File: src/rtl/uart_pkg.sv
// Shared UART definitions: FSM state encoding, parity selectors and prescale width.
// Imported by both the TX engine and the RX sampling path.
package uart_pkg;

    localparam int   PRESCALE_W = 6;
    localparam logic PAR_EVEN   = 1'b0;
    localparam logic PAR_ODD    = 1'b1;

    typedef enum logic [2:0] {
        ST_IDLE   = 3'd0,
        ST_START  = 3'd1,
        ST_DATA   = 3'd2,
        ST_PARITY = 3'd3,
        ST_STOP   = 3'd4
    } uart_state_e;

endpackage

File: src/rtl/uart_tx_bit_timer.sv
// Per-bit edge counter: counts 0..prescale-1 while enabled and flags the last clock of each bit.
// Same structure as the RX edge counter so both sides agree on bit boundaries.
module uart_tx_bit_timer
    import uart_pkg::*;
(
    input  logic                  clk,
    input  logic                  rst,
    input  logic                  en,
    input  logic [PRESCALE_W-1:0] prescale,
    output logic                  bit_tick
);

    logic [PRESCALE_W-1:0] count_q;

    assign bit_tick = en && (count_q == prescale - PRESCALE_W'(1));

    always_ff @(posedge clk or posedge rst) begin
        if (rst) begin
            count_q <= '0;
        end else if (!en || bit_tick) begin
            count_q <= '0;
        end else begin
            count_q <= count_q + PRESCALE_W'(1);
        end
    end

endmodule

File: src/rtl/uart_tx_frame.sv
// UART transmit engine: serialises a latched byte LSB-first as start, data, optional parity, stop.
// Each bit is held for prescale clocks; TX_OUT and busy are driven straight from flops.
module uart_tx_frame
    import uart_pkg::*;
#(
    parameter int DATA_WIDTH = 8
) (
    input  logic                  clk,
    input  logic                  rst,
    input  logic [DATA_WIDTH-1:0] P_DATA,
    input  logic                  DATA_VALID,
    input  logic                  PAR_EN,
    input  logic                  PAR_TYP,
    input  logic [PRESCALE_W-1:0] prescale,
    output logic                  TX_OUT,
    output logic                  busy
);

    localparam int BIT_W = (DATA_WIDTH > 1) ? $clog2(DATA_WIDTH) : 1;

    uart_state_e           state_q, state_d;
    logic [BIT_W-1:0]      bit_q, bit_d, bit_inc;
    logic                  tx_q, tx_d;
    logic                  busy_q, busy_d;
    logic                  accept;
    logic                  bit_tick;
    logic [DATA_WIDTH-1:0] data_l;
    logic                  par_en_l;
    logic                  par_typ_l;
    logic [PRESCALE_W-1:0] prescale_l;

    function automatic logic parity_bit(input logic [DATA_WIDTH-1:0] d, input logic typ);
        return (typ == PAR_ODD) ? ~^d : ^d;
    endfunction

    assign accept  = (state_q == ST_IDLE) && DATA_VALID && (prescale != '0);
    assign bit_inc = bit_q + BIT_W'(1);
    assign TX_OUT  = tx_q;
    assign busy    = busy_q;

    uart_tx_bit_timer u_bit_timer (
        .clk      (clk),
        .rst      (rst),
        .en       (state_q != ST_IDLE),
        .prescale (prescale_l),
        .bit_tick (bit_tick)
    );

    // Next-state and next-output: the output flop is loaded with the level of the bit being entered
    always_comb begin
        state_d = state_q;
        bit_d   = bit_q;
        tx_d    = tx_q;
        busy_d  = busy_q;
        case (state_q)
            ST_IDLE: begin
                if (accept) begin
                    state_d = ST_START;
                    tx_d    = 1'b0;
                    busy_d  = 1'b1;
                end
            end
            ST_START: begin
                if (bit_tick) begin
                    state_d = ST_DATA;
                    bit_d   = '0;
                    tx_d    = data_l[0];
                end
            end
            ST_DATA: begin
                if (bit_tick) begin
                    if (bit_q == BIT_W'(DATA_WIDTH - 1)) begin
                        state_d = par_en_l ? ST_PARITY : ST_STOP;
                        tx_d    = par_en_l ? parity_bit(data_l, par_typ_l) : 1'b1;
                    end else begin
                        bit_d = bit_inc;
                        tx_d  = data_l[bit_inc];
                    end
                end
            end
            ST_PARITY: begin
                if (bit_tick) begin
                    state_d = ST_STOP;
                    tx_d    = 1'b1;
                end
            end
            ST_STOP: begin
                if (bit_tick) begin
                    state_d = ST_IDLE;
                    tx_d    = 1'b1;
                    busy_d  = 1'b0;
                end
            end
            default: begin
                state_d = ST_IDLE;
                tx_d    = 1'b1;
                busy_d  = 1'b0;
            end
        endcase
    end

    always_ff @(posedge clk or posedge rst) begin
        if (rst) begin
            state_q    <= ST_IDLE;
            bit_q      <= '0;
            tx_q       <= 1'b1;
            busy_q     <= 1'b0;
            prescale_l <= '0;
        end else begin
            state_q <= state_d;
            bit_q   <= bit_d;
            tx_q    <= tx_d;
            busy_q  <= busy_d;
            if (accept) begin
                prescale_l <= prescale;
            end
        end
    end

    // Payload fields are only consumed after an accept, so they carry no reset
    always_ff @(posedge clk) begin
        if (accept) begin
            data_l    <= P_DATA;
            par_en_l  <= PAR_EN;
            par_typ_l <= PAR_TYP;
        end
    end

endmodule
File: config.mk
export PLATFORM = sky130hd
export DESIGN_NAME = uart_tx_frame
export DESIGN_NICKNAME = d
export VERILOG_FILES = /design/src/rtl/uart_pkg.sv /design/src/rtl/uart_tx_bit_timer.sv /design/src/rtl/uart_tx_frame.sv
export SDC_FILE = /design/constraint.sdc
export NUM_CORES = 1
export LEC_CHECK = 0
export BUFFER_PORTS_ARGS = -buffer_cell sky130_fd_sc_hd__buf_2
export CAP_MARGIN = 5
export CORE_UTILIZATION = 50
export CTS_CLUSTER_DIAMETER = 100
export DETAILED_ROUTE_END_ITERATION = 16
export GPL_ROUTABILITY_DRIVEN = 0
export PLACE_DENSITY = 0.81
export REMOVE_ABC_BUFFERS = 1
export SYNTH_ARGS = -nofsm -noshare
export SYNTH_HDL_FRONTEND = slang
export SYNTH_SLANG_ARGS = --single-unit
File: constraint.sdc
create_clock -name clk -period 3 [get_ports clk]
set_clock_uncertainty 0.1 [all_clocks]
set_input_delay 0.6 -clock clk [delete_from_list [all_inputs] [get_ports clk]]
set_output_delay 0.6 -clock clk [all_outputs]
set_load 0.01 [all_outputs]
==> results of run 1 <==
Yosys cell counts, types with 2 or more instances:
cell | instances | area (um2)
dfrtp_1 | 19 | 475
nor2_1 | 12 | 45.0
xnor2_1 | 12 | 105
edfxtp_1 | 10 | 300
inv_1 | 9 | 33.8
nand2_1 | 7 | 26.3
o21ai_0 | 7 | 35.0
xor2_1 | 7 | 61.3
a21oi_1 | 6 | 30.0
nand3_1 | 5 | 25.0
ha_1 | 4 | 50.1
mux2_2 | 3 | 33.8
a21o_1 | 2 | 15.0
a22o_1 | 2 | 17.5
buf_2 | 2 | 10.0
mux2i_1 | 2 | 20.0
mux4_2 | 2 | 45.0
nor3_1 | 2 | 10.0
o31a_1 | 2 | 17.5
or2_2 | 2 | 12.5
or3_1 | 2 | 12.5
final cells by class:
| type | instances | area share |
|---|---|---|
| flip-flops and latches | 30 | 0.466 |
| multi-input cells | 92 | 0.396 |
| well taps | 31 | 0.0225 |
| repair buffers | 22 | 0.0669 |
| clock inverters | 2 | 0.00509 |
| clock buffers | 6 | 0.0240 |
| inverters | 9 | 0.0196 |
logic make-up after synthesis:
kind of cell / count (synthesis)
buf+inv: 12
compound gates: 24
xor+xnor: 20
flops: 30
simple gates: 35
mux: 8
fa+ha+maj: 5
metal layers:
metal	share of wire	wire length, um
met4	0.0079	23
met5	0	0
met1	0.45	1310
met2	0.51	1490
met3	0.035	102
per-stage QoR:
stage,util,std cells,total power [mW]
floorplan,-,131,1.10
global route,0.609,192,1.58
detailed placement,0.591,184,1.26
CTS,0.609,192,1.48
global placement,0.591,184,1.21
finish,0.609,192,1.47
cell usage in the layout, fill, tap and decap left out, types with 3 or more instances in the layout:
cell type,n
inv_1,9
mux2_2,3
nand2_1,7
nand3_1,5
o21ai_0,7
buf_2,20
edfxtp_1,10
nor2_1,12
a21oi_1,6
xor2_1,7
ha_1,4
xnor2_1,12
clkbuf_4,5
dfrtp_1,19
critical path, stage by stage (launching register included):
cell     delay, ns
dfrtp_1       0.38
inv_1         0.07
ha_1          0.30
xor2_1        0.14
nand2_1       0.06
a311o_1       0.29
or3_1         0.47
or3_4         0.43
mux2_4        0.31
registers in the layout, indices dropped and copies added (netlist names):
name	count
data_l	8
prescale_l	6
u_bit_timer.count_q	6
bit_q	3
state_q	3
TX_OUT	1
busy	1
par_en_l	1
par_typ_l	1
power groups by stage:
stage                     combinational [mW]  clock (mW)  sequential, mW
after floorplan                        0.453           0           0.651
after global placement                 0.548           0           0.667
after detailed placement               0.584           0           0.672
after CTS                              0.588       0.227           0.664
after global routing                   0.652       0.245           0.680
final                                  0.587       0.219           0.664
how the worst max path moves through the flow:
stage / from / depth (start not counted) / to
after global placement: prescale_l[0]$_DFFE_PP0P_ / 8 / bit_q[0]$_DFFE_PP0P_
after global routing: prescale_l[0]$_DFFE_PP0P_ / 8 / bit_q[0]$_DFFE_PP0P_
final: prescale_l[0]$_DFFE_PP0P_ / 8 / bit_q[0]$_DFFE_PP0P_
after floorplan: state_q[0]$_DFFE_PP0P_ / 6 / TX_OUT$_DFFE_PP1P_
after CTS: prescale_l[0]$_DFFE_PP0P_ / 8 / bit_q[0]$_DFFE_PP0P_
after detailed placement: prescale_l[0]$_DFFE_PP0P_ / 8 / bit_q[0]$_DFFE_PP0P_
==> results.py, run 1 <==
metrics = {
    "status": {
        "outcome": "finished, violations left",
        "violations": "DRC",
    },
    "logic_synthesis": {
        "synth_mux_area_frac": 0.0743,
        "synth-seq-cells": 30,
        "synth_edf_count": 10,
        "synth_compound_area_frac": 0.100,
        "yosysUniqueCellTypes": 36,
        "synth_top_family_by_area": "XOR/XNOR gates",
        "yosysWarnings": 0,
        "syn_area_um2": 1530,
        "synthXorXnorAreaFrac": 0.119,
        "synth-async-reset-ratio": 0.667,
        "synth_fa_ha_area_frac": 0.0392,
        "synthSimpleGateAreaFrac": 0.112,
        "yosysSeqAreaShare": 0.524,
        "synthCells": 134,
        "synth_ff_type": "dfrtp_1",
        "avgSynthCellArea_um2": 11.4,
    },
    "cells_and_area": {
        "drive_gt1_frac": 0.242,
        "multiInputGateArea_um2": 682,
        "fillCellCount": 215,
        "final_cell_area_um2": 1720,
        "regArea_um2": 802,
        "diodes": 0,
        "layout.nets": 183,
        "area_growth_pct": 12.4,
    },
    "clocking": {
        "cts-hold-fix-buffers": 0,
        "cts-resized-gates": 0,
        "root_buffer": "clkbuf_4",
        "clock-sinks": 30,
        "cts_setup_buffers": 0,
        "clk_path_buf_depth": 2,
        "cts_tree": "built",
        "cts-buffers-inserted": 5,
        "ctsHtreeMaxLevel": 2,
        "worstSkewPairLatency_ns": 0.32,
        "clkSlewWorstSetupHoldPaths_ns": 0.10,
    },
    "power": {
        "power_switching_mw": 0.541,
        "combPwrFrac": 0.399,
        "p_int_mw": 0.929,
        "power_density_nw_per_um2": 854,
        "swShare": 0.368,
        "clkPwrFrac": 0.149,
        "seqPwrFrac": 0.452,
        "vdd_drop_max_mv": 0.566,
        "p_leak_nw": 0.744,
    },
    "sta": {
        "hold_viol": 0,
        "worst_slack_ns": 0.351,
        "setup_viol": 0,
        "drv_slew": 0,
        "grt_setup_unrepaired": "no",
        "min_period_over_period": 0.883,
        "worst_hold_slack_ns": 0.306,
        "fmax_mhz": 377,
        "final.setup.tns_ns": 0,
        "tightest_slew_ns": 0.790,
        "period_needed_ns": 2.65,
        "max_slew_margin": 0.472,
    },
    "detailed_routing": {
        "first_pass_iters": 10,
        "vias_per_cell": 5.57,
        "drc_errors": 2,
        "drtIter0Drc": 47,
        "ant_nets": 0,
        "routedWlPerCell_um": 15.2,
        "num_vias": 1070,
        "finalWirelength_mm": 2.92,
    },
    "floorplan": {
        "die_y_um": 57.3,
        "boundaryPins": 21,
        "coreArea_um2": 2830,
        "start_util": 0.541,
        "rows": 19,
        "die_area_um2": 3290,
        "die_w_um": 57.3,
    },
    "grt": {
        "grt_pass1_wl_mm": 4.79,
        "grt_use_met3": 0.0703,
        "track_usage": 0.201,
        "use_met1": 0.239,
        "grt_antenna_before_repair": 0,
        "top_usage_layer": "met2",
        "grt_max_degree": 21,
        "grt_overflow": 0,
        "grt_util_met2": 0.337,
        "grt_pass1_vias": 1096,
    },
    "critical_path": {
        "criticalPathCategory": "reg -> reg",
        "required_ns": 3.12,
        "start_kind": "flip-flop",
        "reg2reg_to": "bit_q[0]$_DFFE_PP0P_",
        "r2r-start": "prescale_l[0]$_DFFE_PP0P_",
        "r2r_setup_slack_ns": 0.35,
        "path_max_fanout": 7,
        "critPathArrivalTime_ns": 2.77,
        "end_kind": "flip-flop",
        "reg2regPathDepth": 8,
    },
    "place": {
        "place_area_um2": 1670,
        "hpwl_mm": 2.23,
        "dp_slack_ns": 0.355,
        "port_buffers": 20,
    },
    "hold_path": {
        "hp-class": "in -> async",
    },
    "run": {
        "cap_violations": 0,
    },
}
Note: power is estimated with default switching activity, not from simulation.
==> inputs of run 2 (changes only) <==
GPL_TIMING_DRIVEN = 0   (was unset)
PLACE_DENSITY = 0.78   (was 0.81)
==> run 2 against run 1 <==
Net effect: the flow now finishes without violations; core utilization rose by 0.49 points; clock power grew 44%; via count is 3.0% lower; sequential power up 0.8%; register-to-register slack worse by 0.14 ns; die area unchanged; non-clock buffer count fell by 2; wire length down 3.8%; hold slack worse by 0.020 ns; critical path depth down 2; final area rose by 0.80%; largest cell class unchanged; largest power group unchanged.
==> results.py, run 2 (same netlist as run 1, synthesis figures left out) <==
metrics = {
    "clocking": {
        "cts_tree": "built",
        "clk_path_buf_depth": 2,
        "ctsHtreeMaxLevel": 2,
        "worstSkewPairLatency_ns": 0.34,
        "cts_setup_buffers": 0,
        "clock-sinks": 30,
        "clkSlewWorstSetupHoldPaths_ns": 0.10,
        "root_buffer": "clkbuf_4",
        "cts-buffers-inserted": 5,
    },
    "cells_and_area": {
        "top_regs": "data_l x8, prescale_l x6, u_bit_timer.count_q x6",
        "largest_register": "data_l",
        "fillCellCount": 239,
        "layout_common_cells": "buf_2, dfrtp_1, nor2_1, xnor2_1, edfxtp_1",
        "area_growth_pct": 13.3,
        "multiInputGateArea_um2": 683,
        "diodes": 0,
        "final_common_cell": "buf_2",
        "layout.nets": 181,
        "largest_register_ffs": 8,
        "regArea_um2": 802,
        "drive_gt1_frac": 0.252,
    },
    "floorplan": {
        "die_w_um": 57.3,
        "start_util": 0.541,
        "coreArea_um2": 2830,
        "boundaryPins": 21,
        "die_y_um": 57.3,
        "die_area_um2": 3290,
        "rows": 19,
    },
    "sta": {
        "hold_viol": 0,
        "drv_slew": 0,
        "fmax_mhz": 359,
        "setup_viol": 0,
        "worst_hold_slack_ns": 0.286,
        "min_period_over_period": 0.929,
        "final.setup.tns_ns": 0,
        "grt_setup_unrepaired": "no",
        "max_slew_margin": 0.485,
        "period_needed_ns": 2.79,
        "tightest_slew_ns": 0.771,
    },
    "critical_path": {
        "critPathArrivalTime_ns": 2.96,
        "start_kind": "flip-flop",
        "path_max_fanout": 19,
        "required_ns": 3.17,
        "reg2regPathDepth": 6,
        "end_kind": "flip-flop",
        "criticalPathCategory": "reg -> reg",
    },
    "place": {
        "hpwl_mm": 2.12,
        "port_buffers": 20,
    },
    "detailed_routing": {
        "drc_errors": 0,
        "num_vias": 1038,
        "first_pass_iters": 4,
        "vias_per_cell": 5.46,
        "routedWlPerCell_um": 14.8,
        "drtIter0Drc": 35,
        "ant_nets": 0,
        "finalWirelength_mm": 2.81,
    },
    "hold_path": {
        "hp-class": "in -> async",
    },
    "status": {
        "outcome": "completed",
    },
    "grt": {
        "grt_overflow": 0,
        "track_usage": 0.201,
        "grt_antenna_before_repair": 0,
        "grt_pass1_wl_mm": 4.74,
        "grt_max_degree": 21,
        "grt_pass1_vias": 1069,
    },
    "power": {
        "seqPwrFrac": 0.432,
        "p_leak_nw": 0.749,
        "swShare": 0.348,
        "power_density_nw_per_um2": 891,
        "power_switching_mw": 0.538,
        "p_int_mw": 1.01,
        "clkPwrFrac": 0.204,
        "vdd_drop_max_mv": 0.478,
        "combPwrFrac": 0.364,
    },
    "run": {
        "cap_violations": 0,
    },
}
==> run 2: cell count changes in the layout (fill, tap and decap cells not counted), sizes merged <==
cell    previous run  this run
bufinv             0         1
clkbuf             6         5
buf               22        20
==> run 2: critical path, stage by stage, from the launching register on <==
cell,delay (ns)
dfrtp_1,0.46
or2_2,0.35
nor3b_1,0.57
o31a_2,0.54
inv_1,0.15
a21o_1,0.20
o32a_1,0.34
==> run 2: routing by layer <==
metal  part of all wire  vias to the layer above  GRT usage
li1                   -                      518          -
met1               0.45                      495      0.247
met2               0.49                       15      0.317
met3              0.031                       10     0.0522
met4              0.028                        0      0.122
met5                  0                        -          0
==> run 2: timing repair <==
action,4_1_cts,5_1_grt
hold buffers,0,0
resized for setup,1,0
setup endpoints to repair,1,0
==> run 2: power groups by stage <==
stage | clock network, mW | logic, mW | registers (mW)
after floorplan | 0 | 0.453 | 0.651
after global placement | 0 | 0.535 | 0.669
after detailed placement | 0 | 0.568 | 0.676
after CTS | 0.322 | 0.570 | 0.668
after global routing | 0.335 | 0.636 | 0.688
final | 0.316 | 0.563 | 0.669
==> run 2: final cells by class <==
class	instances	area share
flip-flops and latches	30	0.462
inverters	9	0.0195
repair buffers	20	0.0577
well taps	31	0.0224
clock inverters	3	0.0231
clock buffers	5	0.0216
multi-input cells	92	0.394
==> run 2: through the flow <==
stage	util	power, mW	area, um2	setup WS (ns)	cells
finish	0.613	1.55	1740	0.214	190
global route	0.613	1.66	1740	0.0423	190
CTS	0.613	1.56	1740	0.217	190
detailed placement	0.586	1.24	1660	-0.0759	182
global placement	0.586	1.20	1660	0.0238	182
floorplan	-	1.10	1520	0.466	131
==> run 2: worst paths after layout <==
kind	startpoint	end	slack, ns
worst max-delay path	state_q[0]$_DFFE_PP0P_	TX_OUT$_DFFE_PP1P_	0.21
worst min-delay path	rst	u_bit_timer.count_q[1]$_DFF_PP0_	0.29
worst max register to register	state_q[0]$_DFFE_PP0P_	TX_OUT$_DFFE_PP1P_	0.21
worst min register to register	busy$_DFFE_PP0P_	busy$_DFFE_PP0P_	0.38
max in group asynchronous	rst	u_bit_timer.count_q[2]$_DFF_PP0_	2.03
min in group clk	P_DATA[0]	data_l[0]$_DFFE_PP_	0.33
==> inputs of run 3 (changes only) <==
ABC_AREA = 1   (was unset)
PLACE_DENSITY = unset   (was 0.78)
PLACE_DENSITY_LB_ADDON = 0.15   (was unset)
==> run 3 against run 2 <==
Net effect: first-iteration DRC count grew 120%; critical path depth grew 6; synthesized area grew 17%; critical path type unchanged; largest cell class is now multi-input combinational cells.
==> results.py, run 3 <==
metrics = {
    "floorplan": {
        "rows": 21,
        "die_w_um": 61.8,
        "die_area_um2": 3820,
        "boundaryPins": 21,
        "coreArea_um2": 3390,
        "die_y_um": 61.8,
        "start_util": 0.528,
    },
    "critical_path": {
        "critical-path-slowest-cell": "dfrtp_1",
        "endpoint": "state_q[0]$_DFFE_PP0P_",
        "crit_start": "prescale_l[0]$_DFFE_PP0P_",
        "end_kind": "flip-flop",
        "r2r_setup_slack_ns": 1.09,
        "slowest_delay_ns": 0.40,
        "required_ns": 3.15,
        "critPathArrivalTime_ns": 2.06,
        "r2r-start": "prescale_l[0]$_DFFE_PP0P_",
        "crit_top_cell": "nand2_1",
        "reg2regPathDepth": 12,
        "start_kind": "flip-flop",
        "reg2reg_to": "state_q[0]$_DFFE_PP0P_",
        "path_cells": "inv_2 -> ha_1 -> nand2_1 -> nand2_1 -> nor2_4 -> nand3_2 -> nor2_4 -> nand3_2 -> nand2_2 -> nand3_1 -> nand2_1 -> nand2_1",
        "criticalPathCategory": "reg -> reg",
        "path_max_fanout": 6,
    },
    "hold_path": {
        "hp-class": "in -> async",
    },
    "clocking": {
        "cts-resized-gates": 0,
        "cts-buffers-inserted": 5,
        "cts_setup_buffers": 0,
        "worstSkewPairLatency_ns": 0.35,
        "ctsHtreeMaxLevel": 2,
        "clock-sinks": 30,
        "cts_tree": "built",
        "clk_path_buf_depth": 2,
        "cts-hold-fix-buffers": 0,
        "root_buffer": "clkbuf_4",
        "clkSlewWorstSetupHoldPaths_ns": 0.10,
    },
    "cells_and_area": {
        "layout.nets": 271,
        "final_common_cell": "nand2_1",
        "top_regs": "data_l x8, prescale_l x6, u_bit_timer.count_q x6",
        "layout_common_cells": "nand2_1, inv_1, buf_2",
        "final_util": 0.589,
        "largest_register_ffs": 8,
        "area_growth_pct": 11.6,
        "drive_gt1_frac": 0.245,
        "largest_register": "data_l",
        "diodes": 0,
    },
    "power": {
        "seqPwrFrac": 0.374,
        "combPwrFrac": 0.499,
        "vdd_drop_max_mv": 0.502,
        "p_leak_nw": 0.989,
        "clkPwrFrac": 0.127,
        "swShare": 0.470,
        "power_density_nw_per_um2": 923,
        "p_int_mw": 0.976,
        "power_switching_mw": 0.866,
    },
    "sta": {
        "setup_viol": 0,
        "grt_setup_unrepaired": "no",
        "period_needed_ns": 1.91,
        "tightest_slew_ns": 0.771,
        "drv_slew": 0,
        "worst_hold_slack_ns": 0.273,
        "max_slew_margin": 0.485,
        "fmax_mhz": 524,
        "final.setup.tns_ns": 0,
        "min_period_over_period": 0.636,
        "hold_viol": 0,
    },
    "logic_synthesis": {
        "yosysWarnings": 0,
        "yosysMostFrequentCell": "nand2_1",
        "syn_area_um2": 1790,
        "synthTopCellsByArea": "dfrtp_1, edfxtp_1, nand2_1",
        "synth_commonest_cells": "nand2_1, inv_1, dfrtp_1",
        "synthCells": 221,
        "yosysUniqueCellTypes": 30,
        "yosys.area.top_type": "dfrtp_1",
        "synth-async-reset-ratio": 0.667,
        "synth_ff_type": "dfrtp_1",
        "synth-seq-cells": 30,
        "avgSynthCellArea_um2": 8.10,
        "synth_top_area_share": 0.266,
        "synth_edf_count": 10,
        "yosysSeqAreaShare": 0.448,
    },
    "grt": {
        "grt_antenna_before_repair": 0,
        "grt_pass1_vias": 1239,
        "track_usage": 0.192,
        "grt_max_degree": 21,
        "grt_pass1_wl_mm": 5.17,
        "grt_overflow": 0,
    },
    "detailed_routing": {
        "drc_errors": 0,
        "num_vias": 1424,
        "first_pass_iters": 4,
        "ant_nets": 0,
        "routedWlPerCell_um": 10.8,
        "drtIter0Drc": 78,
        "finalWirelength_mm": 3.17,
        "vias_per_cell": 4.83,
    },
    "place": {
        "port_buffers": 20,
        "hpwl_mm": 2.40,
    },
    "run": {
        "cap_violations": 0,
    },
    "status": {
        "outcome": "completed",
    },
}
## run 3: changes by cell type after synthesis, moves of 5 or more
cell,before,now
nand2_1,7,65
inv_1,9,27
xnor2_1,12,4
inv_2,0,7
nand2_2,0,7
nand3_1,5,11
nor2_1,12,18
nand4_1,0,5
xor2_1,7,2
## run 3: metrics by stage
stage	std cells	total power, mW	worst slack (ns)	area (um2)
2_1_floorplan	221	1.43	1.26	1790
3_5_place_dp	287	1.62	1.06	1950
5_1_grt	295	2.03	0.916	2000
3_3_place_gp	287	1.60	1.05	1950
6_report	295	1.84	1.09	2000
4_1_cts	295	1.86	1.08	2000
## run 3: layer usage
| layer | share of wire | GRT usage | up-vias |
|---|---|---|---|
| li1 | - | - | 757 |
| met2 | 0.44 | 0.306 | 26 |
| met3 | 0.041 | 0.0621 | 5 |
| met1 | 0.50 | 0.241 | 636 |
| met4 | 0.019 | 0.0762 | 0 |
| met5 | 0 | 0 | - |
## run 3: worst min-delay path by stage
| stage | startpoint | end | slack, ns | depth (start not counted) |
|---|---|---|---|---|
| after floorplan | bit_q[1]$_DFFE_PP0P_ | bit_q[1]$_DFFE_PP0P_ | 0.36 | 2 |
| after global placement | busy$_DFFE_PP0P_ | busy$_DFFE_PP0P_ | 0.35 | 2 |
| after detailed placement | TX_OUT$_DFFE_PP1P_ | TX_OUT$_DFFE_PP1P_ | 0.36 | 2 |
| after CTS | rst | busy$_DFFE_PP0P_ | 0.32 | 2 |
| after global routing | P_DATA[0] | data_l[0]$_DFFE_PP_ | 0.31 | 1 |
| final | rst | busy$_DFFE_PP0P_ | 0.27 | 2 |
## run 3: cell families (layout without fill, tap and decap cells)
group | Yosys count | after routing | share of synthesized area
DFF | 30 | 30 | 0.448
and+or+nand+nor | 125 | 125 | 0.354
adders and majority gates | 4 | 4 | 0.0280
AOI/OAI and AO/OA | 21 | 21 | 0.0657
buffers and inverters | 35 | 63 | 0.0748
xor gates and xnor gates | 6 | 6 | 0.0294
## run 3: cell type report
| class | count | area, um2 |
|---|---|---|
| clock inverters | 2 | 8.76 |
| repair buffers | 20 | 100 |
| well taps | 46 | 57.6 |
| flip-flops and latches | 30 | 802 |
| clock buffers | 6 | 41.3 |
| fillers | 314 | 1390 |
| multi-input cells | 156 | 853 |
| inverters | 35 | 134 |
## run 3: power by group through the flow
| stage | Sequential, mW | Clock, mW | Combinational [mW] |
|---|---|---|---|
| after global routing | 0.708 | 0.255 | 1.06 |
| after global placement | 0.695 | 0 | 0.906 |
| after detailed placement | 0.695 | 0 | 0.926 |
| final | 0.689 | 0.234 | 0.920 |
| after floorplan | 0.670 | 0 | 0.764 |
| after CTS | 0.689 | 0.240 | 0.929 |
## run 3: worst max-delay path, delay by kind of cell, from the launching register on
kind	cells	cell delay, ns
AND/OR/NAND/NOR	10	0.95
flip-flops	1	0.40
adder cells (fa/ha/maj)	1	0.25
buffers and inverters	1	0.12
